`src/rtl/irq_ctrl.sv`:
```
// Interrupt controller: edge-detected, maskable sources with fixed priority and a
// req/ack/reti handshake to the core. Define IRQ_NMI_EN to compile in the NMI source.
module irq_ctrl #(
    parameter int unsigned NUM_IRQ  = 14,
    parameter logic [15:0] VEC_BASE = 16'hFFE0
) (
    input  logic               clk,
    input  logic               rst,
    input  logic [NUM_IRQ-1:0] irq_in,
    input  logic [NUM_IRQ-1:0] irq_en,
    input  logic               gie,
    input  logic               nmi_in,
    input  logic               irq_ack,
    input  logic               reti,
    output logic               irq_req,
    output logic [15:0]        irq_vec_addr,
    output logic [3:0]         irq_id,
    output logic               irq_taken,
    output logic               in_service
);

    localparam logic [3:0]  NMI_ID  = 4'hE;
    localparam logic [15:0] NMI_VEC = 16'hFFFC;

    typedef enum logic [1:0] {IDLE, REQ, SERVICE} state_t;

    state_t              state, state_nxt;
    logic [NUM_IRQ-1:0]  irq_in_d;
    logic [NUM_IRQ-1:0]  pend;
    logic [NUM_IRQ-1:0]  pend_set_c, pend_clr_c, elig_c;
    logic                nmi_pend, nmi_set_c, nmi_clr_c;
    logic                any_elig_c;
    logic [3:0]          win_id_c;
    logic [15:0]         win_vec_c;
    logic                req_nxt, taken_nxt, svc_nxt;
    logic [3:0]          id_nxt;
    logic [15:0]         vec_nxt;

    always_comb begin
        pend_set_c = irq_in & ~irq_in_d;
        elig_c     = pend & irq_en & {NUM_IRQ{gie}};
    end

`ifdef IRQ_NMI_EN
    logic nmi_d;

    assign nmi_set_c = nmi_in & ~nmi_d;

    always_ff @(posedge clk) begin
        if (rst) begin
            nmi_d    <= 1'b0;
            nmi_pend <= 1'b0;
        end else begin
            nmi_d    <= nmi_in;
            nmi_pend <= (nmi_pend & ~nmi_clr_c) | nmi_set_c;
        end
    end
`else
    logic [1:0] unused_nmi;

    assign nmi_set_c  = 1'b0;
    assign nmi_pend   = 1'b0;
    assign unused_nmi = {nmi_in, nmi_clr_c | nmi_set_c};
`endif

    // Fixed-priority arbiter: NMI first, then the highest eligible index.
    always_comb begin
        any_elig_c = |elig_c;
        win_id_c   = 4'd0;
        for (int i = 0; i < int'(NUM_IRQ); i++) begin
            if (elig_c[i]) win_id_c = 4'(i);
        end
        win_vec_c = VEC_BASE + {11'd0, win_id_c, 1'b0};
        if (nmi_pend) begin
            any_elig_c = 1'b1;
            win_id_c   = NMI_ID;
            win_vec_c  = NMI_VEC;
        end
    end

    always_ff @(posedge clk) begin
        if (rst) state <= IDLE;
        else     state <= state_nxt;
    end

    always_comb begin
        state_nxt  = state;
        req_nxt    = irq_req;
        taken_nxt  = 1'b0;
        svc_nxt    = in_service;
        id_nxt     = irq_id;
        vec_nxt    = irq_vec_addr;
        pend_clr_c = '0;
        nmi_clr_c  = 1'b0;
        case (state)
            IDLE: begin
                if (any_elig_c) begin
                    state_nxt = REQ;
                    req_nxt   = 1'b1;
                    id_nxt    = win_id_c;
                    vec_nxt   = win_vec_c;
                end
            end
            REQ: begin
                if (irq_ack) begin
                    state_nxt = SERVICE;
                    req_nxt   = 1'b0;
                    taken_nxt = 1'b1;
                    svc_nxt   = 1'b1;
                    if (irq_id == NMI_ID) begin
                        nmi_clr_c = 1'b1;
                    end else begin
                        for (int i = 0; i < int'(NUM_IRQ); i++) begin
                            if (4'(i) == irq_id) pend_clr_c[i] = 1'b1;
                        end
                    end
                end
            end
            SERVICE: begin
                if (reti) begin
                    state_nxt = IDLE;
                    svc_nxt   = 1'b0;
                end
            end
            default: state_nxt = IDLE;
        endcase
    end

    // A new edge on the winner in its ack cycle keeps the bit pending (set wins).
    always_ff @(posedge clk) begin
        if (rst) begin
            irq_in_d     <= '0;
            pend         <= '0;
            irq_req      <= 1'b0;
            irq_taken    <= 1'b0;
            in_service   <= 1'b0;
            irq_id       <= 4'd0;
            irq_vec_addr <= 16'h0000;
        end else begin
            irq_in_d     <= irq_in;
            pend         <= (pend & ~pend_clr_c) | pend_set_c;
            irq_req      <= req_nxt;
            irq_taken    <= taken_nxt;
            in_service   <= svc_nxt;
            irq_id       <= id_nxt;
            irq_vec_addr <= vec_nxt;
        end
    end

endmodule

```
`config.mk`:
```
export PLATFORM = sky130hd
export DESIGN_NAME = irq_ctrl
export DESIGN_NICKNAME = d
export VERILOG_FILES = /design/src/rtl/irq_ctrl.sv
export SDC_FILE = /design/constraint.sdc
export NUM_CORES = 1
export LEC_CHECK = 0
export ABC_AREA = 1
export ABC_CLOCK_PERIOD_IN_PS = 1100
export BUFFER_PORTS_ARGS = -buffer_cell sky130_fd_sc_hd__buf_4
export CORE_UTILIZATION = 25
export CTS_BUF_LIST = sky130_fd_sc_hd__clkbuf_4
export CTS_CLUSTER_SIZE = 28
export DETAILED_ROUTE_END_ITERATION = 6
export MAX_ROUTING_LAYER = met4
export PLACE_DENSITY = 0.45
export SLEW_MARGIN = 25
export SYNTH_ARGS = -nofsm -noshare
export SYNTH_HDL_FRONTEND = slang
export SYNTH_SLANG_ARGS = --single-unit
```
`constraint.sdc`:
```
create_clock -name clk -period 1.1 [get_ports clk]
set_input_delay 0.165 -clock clk [delete_from_list [all_inputs] [get_ports clk]]
set_output_delay 0.165 -clock clk [all_outputs]
set_load 0.03 [all_outputs]
```
* Word-level counts from Yosys, hierarchy flattened
Cells that the tools add are included.
** Operators by class
- Eq/ne operators :: 19
- $add $sub $neg :: 1
- Reductions and logical operators :: 10
- Bitwise operators :: 8
- Multiplexer cells :: 41
** Operators by type and width (count)
- $and A14 B14 Y14 :: 4
- $mux W4 :: 12
- $mux W14 :: 3
- $not A14 Y14 :: 2
- $eq A4 B4 Y1 const A :: 6
- $mux W1 :: 20
- $eq A3 B4 Y1 const A :: 4
- $or A14 B14 Y14 :: 1
- $reduce_or A14 Y1 :: 1
- $reduce_and A3 Y1 :: 3
- $eq A2 B4 Y1 const A :: 2
- $add A6 B6 Y7 const A :: 1
- $mux W2 :: 3
- $ne A2 B2 Y1 const B :: 3
- $pmux W2 S3 :: 1
- $eq A1 B4 Y1 const A :: 1
- $eq A4 B4 Y1 const B :: 1
- $logic_not A4 Y1 :: 1
- $pmux W1 S2 :: 2
- $reduce_bool A2 Y1 :: 2
- $eq A2 B1 Y1 const B :: 1
- $eq A2 B2 Y1 const B :: 1
- $logic_not A2 Y1 :: 1
- $reduce_and A2 Y1 :: 1
- 2 further kinds :: 2
** Word-level totals
- Word-level logic and storage cells :: 87
- Flip-flop bits (word level) :: 53
- Bits of input ports :: 34

* Longest topological paths before layout
- Word-level depth :: 16
- Depth in mapped cells :: 14
- Mapped depth without buffers :: 14

* Worst setup path before layout
OpenSTA, ideal clock, no wires.
- Path kind :: register to register
- Start point :: reg irq_id[0]
- End point :: reg pend[13]
- Library setup time :: 136 ps
- Arrival time :: 1175 ps
- Clock period less this slack :: 1312 ps
- Stages on the path, launching flop included :: 6
- Slack :: -212 ps
- Path buffers :: 0
- Path through :: dfxtp_1 -> inv_1 -> nor2_1 -> inv_1 -> o41ai_1 -> o22ai_1
** On the way
- Cells in the longest elaborated chain, start to end :: 8
** RTL lines
- from (decl) :: line 17 : output logic [3:0] irq_id,
- from (signal assigned) :: line 145 : irq_id <= id_nxt;
- $eq A4 B4 Y1 :: line 114 : if (4'(i) == irq_id) pend_clr_c[i] = 1'b1;
- $mux W1 :: line 114
- $mux W14 * :: line 110 : if (irq_id == NMI_ID) begin
- $mux W14 * :: line 105 : if (irq_ack) begin
- $mux W14 * :: line 95 : case (state)
- $not A14 Y14 * :: line 141 : pend <= (pend & ~pend_clr_c) | pend_set_c;
- $and A14 B14 Y14 * :: line 141
- $or A14 B14 Y14 * :: line 141
- to (signal assigned) :: line 141
- to (decl) :: line 29 : logic [NUM_IRQ-1:0] pend;
Mark *: on every way between the ends. The rest lies on a longest branch, timed or not.
A chain may end at the register's enable or synchronous reset.

* Final worst setup path
- Start point :: reg pend[2]
- End point :: reg irq_id[0]
** On the way
- Cells in the longest elaborated chain, start to end :: 14
** RTL lines
- $and A14 B14 Y14 * (2 in a row) :: line 41 : elig_c = pend & irq_en & {NUM_IRQ{gie}};
- $mux W4 (12 in a row) :: line 71 : if (elig_c[i]) win_id_c = 4'(i);
Marks and branches as above.

==> qor.csv <==
stage,metric,value,unit
run_status,status,"complete, but fails checks",
run_status,failing checks,"design-rule violations, negative setup slack",
timing,Final Hold Viols,0,
clock_tree,CTS sink count,38,
grt,first-pass GRT wire length,7310,um
logic_synthesis,distinct cell type count after synthesis,30,
timing,final worst-path cycle share,1.18,
routing,Max Used Layer,met4,
timing,setup repair after global routing missed its margin,true,
logic_synthesis,"Seq/Total Area, Yosys",0.455,
setup_path,slowest CP cell,dfxtp_1,
layout,Final #Nets,318,
logic_synthesis,cell area after synthesis,1670,sq um
timing,Clock Skews,0.00750,ns
power,PnR Total Power,4.07,mW
clock_tree,Worst-Skew Late Latency,0.33,ns
logic_synthesis,async set-reset flop share out of synthesis,0,
place,Detail Placement HPWL,3460,um
routing,Routed met2 length,2100,um
layout,fin util,0.419,
clock_tree,Max H-tree Level,2,
clock_tree,TritonCTS buffer count,5,
power,Int Power,2.55,mW
routing,Routed Antenna Nets,0,
min_path,Hold WC Path Type,in -> reg,
routing,drt pass-1 iters,6,
power,static leakage,1.26,nW
setup_path,critical path's top delay family,compound AO/OA/AOI/OAI gates,
power,sequential group share of total power,0.409,
clock_tree,TritonCTS clock tree,done,
logic_synthesis,"FF+latch count, synth",38,
setup_path,cell repeated most along the worst path,o21ai_2,
layout,area delta synth->final,60.7,%
floorplan,Die Area,7020,sq um
logic_synthesis,top cells by instance count after synthesis,"dfxtp_1 (38), nand2_1 (37), inv_1 (25)",
logic_synthesis,syn avg cell area,8.12,sq um
grt,number of global-route vias before repair,1552,
setup_path,crit-path max cell delay,0.35,ns
setup_path,crit-path cells,nand2_1 -> o21ai_2 -> nor2_2 -> nand2_2 -> o21ai_4 -> inv_4 -> o21ai_2 -> a21oi_2,
grt,grt ovf,0,
logic_synthesis,"Top FF cell, synth",dfxtp_1,
logic_synthesis,Ys Warns,0,
power,clock share of power,0.173,
routing,DRC,8,
timing,Setup WS post-layout,-0.194,ns
setup_path,sum of buffers and inverters on the critical path,1,
routing,DR vias/cell,4.40,
logic_synthesis,top-count cell post-synth,dfxtp_1,
clock_tree,maximum clock path buffer count,2,
grt,GRT Util Overall,0.137,
setup_path,R2R depth,8,
setup_path,Crit path depth,8,
min_path,worst hold path depth,3,
setup_path,arrival time worst endpoint,1.52,ns
logic_synthesis,Area contributors post-synth,"dfxtp_1 (45%), nand2_1 (8.3%), buf_4 (6.7%)",
logic_synthesis,Mapped Cells,206,
timing,min Tclk post-route,1.29,ns
floorplan,Die W,83.8,um
logic_synthesis,syn_nets,240,
clock_tree,clock root cell,clkbuf_4,
logic_synthesis,"EDFF count, synth",0,
logic_synthesis,Yosys top cell area share,0.455,
routing,wl on met1,2190,um
floorplan,Die Height,83.8,um
setup_path,WP data required,1.33,ns
floorplan,I/O pin count,57,
power,Sw Pwr,1.52,mW
power,pwr/cell area,1520,nW/um^2
flow_run,max cap viols,0,
routing,DR vias,1593,
place,Routability Congestion,0.886,
power,combinational share of power,0.418,
layout,FILL cells,670,
timing,Final Max Slew Viols,0,
floorplan,Row Count,29,
setup_path,Max Fanout on Critical Path,5,
layout,diode count,0,
power,switch share,0.374,
setup_path,Setup crit start kind,flip-flop,
floorplan,Core ar.,6420,sq um
routing,initial drt markers,83,
timing,f_max,773,MHz
clock_tree,CTS Hold Bufs,0,
routing,met3 wire len,161,um
place,Port Buffers,54,
floorplan,Initial Utilization,0.260,
clock_tree,clock slew at the register clock pins of the worst setup and hold paths,0.11,ns
setup_path,Setup crit end kind,flip-flop,
grt,largest net degree at the start of global routing,15,
grt,initial antenna violation count,0,
routing,final wirelength,4480,um
timing,final setup vio count,37,
layout,share of post-route cells with drive strength above 1,0.600,
power,peak supply drop,0.654,mV
setup_path,Crit Path Category,reg -> reg,
routing,drt wl/cell,12.4,um
logic_synthesis,cell taking the most area after synthesis,dfxtp_1,
[what timing repair did]
item / CTS / global route
resized for setup: 33 / 38
setup buffers: 6 / 6
pin swaps: 5 / 10
setup endpoints to repair: 41 / 41
[final cells by class]
class | count | area (sq um) | area share
multi-input cells | 120 | 898 | 0.334
flip-flops and latches | 38 | 785 | 0.292
repair buffers | 92 | 752 | 0.280
inverters | 27 | 104 | 0.0386
well taps | 77 | 96.3 | 0.0358
clock buffers | 6 | 45.0 | 0.0168
clock inverters | 2 | 8.76 | 0.00326
[sequential cells by signal (all words and copies together), names as in the netlist]
name	cells
pend	14
state	2
irq_id	3
irq_req	1
irq_in_d	14
in_service	1
irq_vec_addr	2
irq_taken	1
[cell usage in the layout (no fill, tap or decap), types with 4 or more instances in the layout]
cell type,count
nand2_2,10
buf_4,78
inv_2,6
a21oi_1,4
clkbuf_4,6
nor2_2,4
nand3_2,10
o21ai_2,4
nand2_1,31
nor2_1,11
dfxtp_1,25
inv_1,19
buf_6,13
o31ai_4,6
dfxtp_2,10
o22ai_1,10
[routing by layer]
metal | track usage | vias to the layer above
li1 | - | 826
met5 | - | -
met2 | 0.217 | 33
met1 | 0.177 | 732
met3 | 0.0287 | 2
met4 | 0.0376 | 0
[stage by stage]
stage	setup TNS (ns)	std cells	instance area [sq um]	hold WS, ns	setup slack [ns]
finish	-2.87	362	2690	0.0346	-0.194
global route	-5.48	362	2690	0.0202	-0.309
CTS	-2.88	356	2500	0.0175	-0.173
detailed placement	-2.79	342	2270	0.377	-0.241
global placement	-2.42	342	2270	0.370	-0.217
floorplan	-0.585	206	1710	0.281	-0.0657
[final timing paths]
| check | from | to | slack (ns) |
|---|---|---|---|
| setup / recovery | pend[2] | irq_id[0] | -0.19 |
| hold reg to reg | irq_in_d[4] | pend[4] | 0.43 |
| hold / removal | irq_in[9] | irq_in_d[9] | 0.03 |
| setup reg to reg | pend[2] | irq_id[0] | -0.19 |
[cell families (layout without fill, tap and decap cells)]
logic type | Yosys count | count (layout) | synth area share
AOI/OAI and AO/OA | 42 | 42 | 0.174
buffers and inverters | 48 | 127 | 0.147
DFF | 38 | 38 | 0.455
other | 1 | 1 | 0.00224
and+or+nand+nor | 77 | 77 | 0.223
[worst register-to-register path, cell delays in order (launching register included)]
cell and delay, ns:
dfxtp_1 0.35, nand2_1 0.10, o21ai_2 0.07, nor2_2 0.09, nand2_2 0.07, o21ai_4 0.24
inv_4 0.08, o21ai_2 0.15, a21oi_2 0.04
[power groups by stage]
stage          combinational [mW]  clock (mW)  sequential, mW
6_report                     1.70       0.705            1.67
5_1_grt                      1.83       0.818            1.69
4_1_cts                      1.52       0.746            1.65
3_5_place_dp                 1.32           0            1.66
3_3_place_gp                 1.32           0            1.66
2_1_floorplan               0.753           0            1.74
Note: power is estimated with default switching activity, not from simulation.
